`src/rtl/count_pkg.sv`:
```
// ----------------------------------------------------------------------------
// count_pkg
//   Shared definitions for count_sequencer and its prescaler.
//   Provides the 2-bit run/pause/clear FSM state type and the state encodings.
// ----------------------------------------------------------------------------
package count_pkg;

   typedef logic [1:0] state_t;

   localparam state_t ST_IDLE  = 2'd0;
   localparam state_t ST_RUN   = 2'd1;
   localparam state_t ST_PAUSE = 2'd2;
   localparam state_t ST_DONE  = 2'd3;

endpackage

```
`src/rtl/count_sequencer_tick_gen.sv`:
```
// ----------------------------------------------------------------------------
// tick_gen
//   DIV_MAX prescaler for count_sequencer. The prescaler counts
//   0..DIV_MAX-1 while en is high and holds while en is low. The zero input
//   forces the count back to 0.
//
//   Ports
//     clk    in   system clock
//     reset  in   asynchronous, active-high reset
//     en     in   advance the prescaler this cycle
//     zero   in   synchronously return the prescaler to 0 (wins over en)
//     tick   out  combinational strobe: high when en is set and the count
//                 sits at DIV_MAX-1. The parent registers the visible tick
//                 and the counter step on the same edge.
// ----------------------------------------------------------------------------
module tick_gen #(
   parameter int DIV_MAX = 4
) (
   input  logic clk,
   input  logic reset,
   input  logic en,
   input  logic zero,
   output logic tick
);

   localparam int PW = $clog2(DIV_MAX);
   localparam logic [PW-1:0] LAST = PW'(DIV_MAX - 1);

   logic [PW-1:0] pre_q;
   logic [PW-1:0] pre_d;

   always_comb begin
      pre_d = pre_q;
      if (zero) begin
         pre_d = '0;
      end else if (en) begin
         pre_d = (pre_q == LAST) ? '0 : pre_q + PW'(1);
      end
   end

   always_ff @(posedge clk or posedge reset) begin
      if (reset) begin
         pre_q <= '0;
      end else begin
         pre_q <= pre_d;
      end
   end

   assign tick = en && (pre_q == LAST);

endmodule

```
`src/rtl/count_sequencer.sv`:
```
// ----------------------------------------------------------------------------
// count_sequencer
//   Run/pause/clear controller for the 1 Hz binary up/down counter.
//   Single-cycle button pulses drive an IDLE/RUN/PAUSE/DONE FSM. The FSM
//   gates a prescaler, and each prescaler tick steps a CNT_W-bit counter
//   toward its terminal value: CNT_MAX when counting up, 0 when counting down.
//
//   Build option: define AUTO_RELOAD_EN to wrap the counter at the terminal
//   value and stay in RUN, with done as a one-cycle pulse. When it is left
//   undefined, the counter holds at the terminal value, the FSM parks in
//   DONE, and done is a level.
//
//   Ports
//     clk         in   system clock
//     reset       in   asynchronous, active-high reset
//     start_stop  in   pulse: IDLE->RUN, RUN<->PAUSE (ignored in DONE)
//     clear       in   pulse: counter to 0, FSM to IDLE (highest priority)
//     load        in   pulse: counter <= load_val in IDLE/PAUSE only
//     load_val    in   value to load, saturated to CNT_MAX
//     dir         in   0 = count up, 1 = count down (sampled on each tick)
//     cnt_out     out  counter value
//     tick        out  one-cycle prescaler pulse, coincident with the step
//     running     out  high while in RUN
//     done        out  terminal indication
//     state_dbg   out  current FSM state, for observation
//   All outputs are registered.
// ----------------------------------------------------------------------------
module count_sequencer
   import count_pkg::*;
#(
   parameter int DIV_MAX = 50_000_000,
   parameter int CNT_W   = 4,
   parameter int CNT_MAX = 15
) (
   input  logic             clk,
   input  logic             reset,
   input  logic             start_stop,
   input  logic             clear,
   input  logic             load,
   input  logic [CNT_W-1:0] load_val,
   input  logic             dir,
   output logic [CNT_W-1:0] cnt_out,
   output logic             tick,
   output logic             running,
   output logic             done,
   output state_t           state_dbg
);

   localparam logic [CNT_W-1:0] MAX_V = CNT_W'(CNT_MAX);

   state_t           state_q, state_d;
   logic [CNT_W-1:0] cnt_q, cnt_d;
   logic             tick_q, tick_d;
   logic             running_q, running_d;
   logic             done_q, done_d;

   logic             load_ok;
   logic             ss_ok;
   logic             pre_en;
   logic             pre_zero;
   logic             fire;
   logic [CNT_W-1:0] term_v;
   logic             at_term;
   logic [CNT_W-1:0] load_sat;

   // Event arbitration: clear > load > start_stop > tick.
   // A load that is taken consumes a coincident start_stop.
   assign load_ok  = load && !clear && (state_q == ST_IDLE || state_q == ST_PAUSE);
   assign ss_ok    = start_stop && !clear && !load_ok;

   // The prescaler only advances on cycles where the FSM stays in RUN. A
   // pause therefore freezes the exact phase, and a resume continues from it.
   assign pre_en   = (state_q == ST_RUN) && !clear && !ss_ok;
   assign pre_zero = clear || (state_q == ST_IDLE && ss_ok);

   assign term_v   = dir ? '0 : MAX_V;
   assign at_term  = (cnt_q == term_v);
   assign load_sat = (load_val > MAX_V) ? MAX_V : load_val;

   tick_gen #(
      .DIV_MAX (DIV_MAX)
   ) u_tick_gen (
      .clk   (clk),
      .reset (reset),
      .en    (pre_en),
      .zero  (pre_zero),
      .tick  (fire)
   );

   // State register, including the registered outputs.
   always_ff @(posedge clk or posedge reset) begin
      if (reset) begin
         state_q   <= ST_IDLE;
         cnt_q     <= '0;
         tick_q    <= 1'b0;
         running_q <= 1'b0;
         done_q    <= 1'b0;
      end else begin
         state_q   <= state_d;
         cnt_q     <= cnt_d;
         tick_q    <= tick_d;
         running_q <= running_d;
         done_q    <= done_d;
      end
   end

   // Next-state logic.
   always_comb begin
      state_d = state_q;
      if (clear) begin
         state_d = ST_IDLE;
      end else if (ss_ok) begin
         case (state_q)
            ST_IDLE:  state_d = ST_RUN;
            ST_RUN:   state_d = ST_PAUSE;
            ST_PAUSE: state_d = ST_RUN;
            default:  state_d = state_q;
         endcase
      end else if (fire && at_term) begin
`ifdef AUTO_RELOAD_EN
         state_d = ST_RUN;
`else
         state_d = ST_DONE;
`endif
      end
   end

   // Output and datapath logic. fire is already gated off by clear and by a
   // taken start_stop, so a coincident clear never produces a step or done.
   always_comb begin
      cnt_d = cnt_q;
      if (clear) begin
         cnt_d = '0;
      end else if (load_ok) begin
         cnt_d = load_sat;
      end else if (fire) begin
         if (!at_term) begin
            cnt_d = dir ? cnt_q - CNT_W'(1) : cnt_q + CNT_W'(1);
         end else begin
`ifdef AUTO_RELOAD_EN
            cnt_d = dir ? MAX_V : '0;
`else
            cnt_d = cnt_q;
`endif
         end
      end

      tick_d    = fire;
      running_d = (state_d == ST_RUN);
`ifdef AUTO_RELOAD_EN
      done_d    = fire && at_term;
`else
      done_d    = (state_d == ST_DONE);
`endif
   end

   assign cnt_out   = cnt_q;
   assign tick      = tick_q;
   assign running   = running_q;
   assign done      = done_q;
   assign state_dbg = state_q;

endmodule

```
`config.mk`:
```
export PLATFORM = sky130hd
export DESIGN_NAME = count_sequencer
export DESIGN_NICKNAME = d
export VERILOG_FILES = /design/src/rtl/count_pkg.sv /design/src/rtl/count_sequencer_tick_gen.sv /design/src/rtl/count_sequencer.sv
export SDC_FILE = /design/constraint.sdc
export NUM_CORES = 1
export LEC_CHECK = 0
export ABC_AREA = 1
export BUFFER_PORTS_ARGS = -buffer_cell sky130_fd_sc_hd__clkbuf_2
export CORE_MARGIN = 2
export CORE_UTILIZATION = 30
export DETAILED_ROUTE_END_ITERATION = 8
export PLACE_DENSITY_LB_ADDON = 0.12
export SYNTH_ARGS = -nofsm -noshare
export SYNTH_HDL_FRONTEND = slang
export SYNTH_SLANG_ARGS = --single-unit
```
`constraint.sdc`:
```
create_clock -name clk -period 4 [get_ports clk]
set_clock_uncertainty 0.1 [all_clocks]
set_input_delay 0.8 -clock clk [delete_from_list [all_inputs] [get_ports clk]]
set_output_delay 0.8 -clock clk [all_outputs]
set_load 0.02 [all_outputs]
```
==> results.cfg <==
[route]
wl_met2_um = 3060
viasPerCell = 4.76
num_vias = 2401
top_layer = met4
dr.pass1.iters = 4
routedWlPerCell_um = 13.8
drc = 0
dr.first_iter.drc_count = 145
wl_um = 6950
wl_met1_um = 3580
dr_wl_met3_um = 234
ant_nets = 0

[setup_path]
crit_arrival_ns = 2.10
r2r_cells = 10
end_kind = flop
cp_max_fo = 6
worst_setup_path_start_kind = flop
crit_required_ns = 4.10
crit_type = reg -> reg

[min_path]
holdPathStages = 2
hp-class = reg -> reg

[sta]
rsz0062_at_grt = false
hold_violations = 0
relSlewSlack_pct = 67.0
slew_viol_final = 0
setup_viol_count_final = 0
hold_ws_ns = 0.451
fmax_ghz = 0.500
worst_pin_slew_ns = 0.495
fin_setup_tns_ns = 0
timing.final.crit_share_pct = 50.0
timing.final.crit_period_ns = 2.00

[global_routing]
grt_pass1_vias = 2357
grt-ovfl-total = 0
grt_max_degree = 40
antenna_found_initial = 0
gr-usage-all-layers_pct = 15.9
grt_pass1_wl_um = 12100

[synth]
post_synth_instance_area_um2 = 2600
synth.distinct_cells = 36
yosysTopAreaCellShare_pct = 33.7
synth_edf_count = 0
synthTopCellsByArea = dfrtp_1 (34%), nand2_1 (14%), nor2_1 (8.4%)
synth_seq_cells = 35
synthFlopType = dfrtp_1
synth-seq-area-share_pct = 33.7
ys_warn_count = 0
syn_area_per_cell_um2 = 6.89
async_reset_ff_share_pct = 100
synth_area_leader_cell = dfrtp_1
synth_cells = 377
syn_nets = 391

[floorplan]
coreArea_um2 = 8300
dieArea_um2 = 9420
dieWidth_um = 97.1
io_pins = 19
die_h_um = 97.1
placementRows = 33
initial_core_util_pct = 31.3

[power_and_ir_drop]
powerDensity_nw_per_um2 = 323
p_leak_uw = 0.00147
vdd.ir_drop.worst_v = 0.000192

[placed_design]
dp_hpwl_um = 5180
portBuffers = 18
gp_congestion = 0.792

[clock_tree]
ctsHoldBuffers = 0
clk_path_buf_depth = 2
clk_pin_slew_ns = 0.08
cts_tree = done
ctsResizeCount = 0
htree_num_levels = 2
clock_sink_count = 35
ctsRootBufferMaster = clkbuf_8
cts_setup_buffers = 0
cts_inserted_buffers = 5
clock_latency_ns = 0.30

[job]
max_cap_viol_count = 0

[final_layout]
fin_nets = 412
area_growth_syn_to_layout_pct = 11.9
antenna_cells = 0
layout-drive-gt1-share_pct = 13.3

[status]
status = complete, no violations
==> synthesized netlist by cell type (2+ instances only) <==
cell type	count
a21oi_1	11
buf_6	3
dfrtp_1	35
ha_1	3
inv_1	57
inv_2	3
inv_4	2
nand2_1	97
nand2_2	4
nand2_4	2
nand3_1	37
nand3_4	4
nand4_1	15
nor2_1	58
nor2_2	2
nor2_4	2
nor3_1	8
o21a_1	2
o21ai_0	7
o21ai_1	3
o22ai_1	2
xor2_1	6
==> critical path, cell delays in order, from the launching register on <==
cell      delay [ns]
dfrtp_1         0.43
ha_1            0.22
nand2_1         0.08
nor2_1          0.23
nand2_1         0.11
inv_1           0.11
nand3_4         0.15
o21bai_4        0.30
nor2_1          0.07
nand2_1         0.06
inv_1           0.04
==> cells in the final DEF (no fill, tap or decap), drive strengths merged, types with 2 or more instances in the layout <==
cell and count:
bufinv 2, nand4 17, o21a 2, o21ai 11
nor2 63, o21bai 3, inv 62, ha 3
xor2 6, o22ai 2, nor3 8, clkbuf 23
a21oi 11, nand3 42, nand2 103, dfrtp 35
==> where the power goes <==
group / leakage, uW / internal [uW] / total, uW / switching, uW
Clock: 0.0000644 / 249 / 401 / 152
Sequential: 0.000482 / 368 / 387 / 19.2
Combinational: 0.000929 / 51.9 / 150 / 98.2
Total: 0.00147 / 668 / 937 / 269
==> final timing paths <==
path	start	end	slack, ns
max in group asynchronous	reset	u_tick_gen.pre_q[1]	2.97
hold reg to reg	u_tick_gen.pre_q[1]	u_tick_gen.pre_q[1]	0.45
setup / recovery	u_tick_gen.pre_q[0]	u_tick_gen.pre_q[22]	2.00
min in group asynchronous	reset	u_tick_gen.pre_q[23]	0.48
hold / removal	u_tick_gen.pre_q[1]	u_tick_gen.pre_q[1]	0.45
setup reg to reg	u_tick_gen.pre_q[0]	u_tick_gen.pre_q[22]	2.00
==> cells by family (layout without fill, tap and decap cells) <==
| family | after synthesis | after routing | share of synthesized area (%) |
|---|---|---|---|
| flops | 35 | 35 | 33.7 |
| xor+xnor | 7 | 7 | 2.36 |
| buf+inv | 67 | 89 | 11.3 |
| compound gates | 30 | 30 | 7.13 |
| simple gates | 234 | 234 | 43.3 |
| fa+ha+maj | 4 | 4 | 2.22 |
==> per-layer routing <==
| metal | up-vias | GRT usage (%) |
|---|---|---|
| met4 | 0 | 4.01 |
| met2 | 38 | 24.7 |
| li1 | 1244 | - |
| met5 | - | 0 |
| met1 | 1113 | 22.9 |
| met3 | 6 | 2.66 |
==> per-stage QoR <==
| stage | utilization, % | total power [uW] | std cells | area [um2] | setup slack (ns) |
|---|---|---|---|---|---|
| 2_1_floorplan | - | 507 | 377 | 2600 | 2.13 |
| 3_3_place_gp | 33.4 | 546 | 496 | 2770 | 1.72 |
| 3_5_place_dp | 33.4 | 546 | 496 | 2770 | 1.70 |
| 4_1_cts | 35.0 | 952 | 504 | 2910 | 1.97 |
| 5_1_grt | 35.0 | 989 | 504 | 2910 | 1.82 |
| 6_report | 35.0 | 937 | 504 | 2910 | 2.00 |
==> state kept, by name (all words and copies together) (netlist names) <==
register,count
u_tick_gen.pre_q,26
cnt_out,4
state_dbg,2
done,1
running,1
tick,1
==> cell type report <==
type | count | area (um2)
timing repair buffer | 19 | 97.6
tap | 105 | 131
clock buffer | 5 | 68.8
fill | 900 | 5390
multi-input combinational | 275 | 1430
clock inverter | 3 | 67.6
sequential | 35 | 876
inverter | 62 | 238
Power figures use the tool's default switching activity.
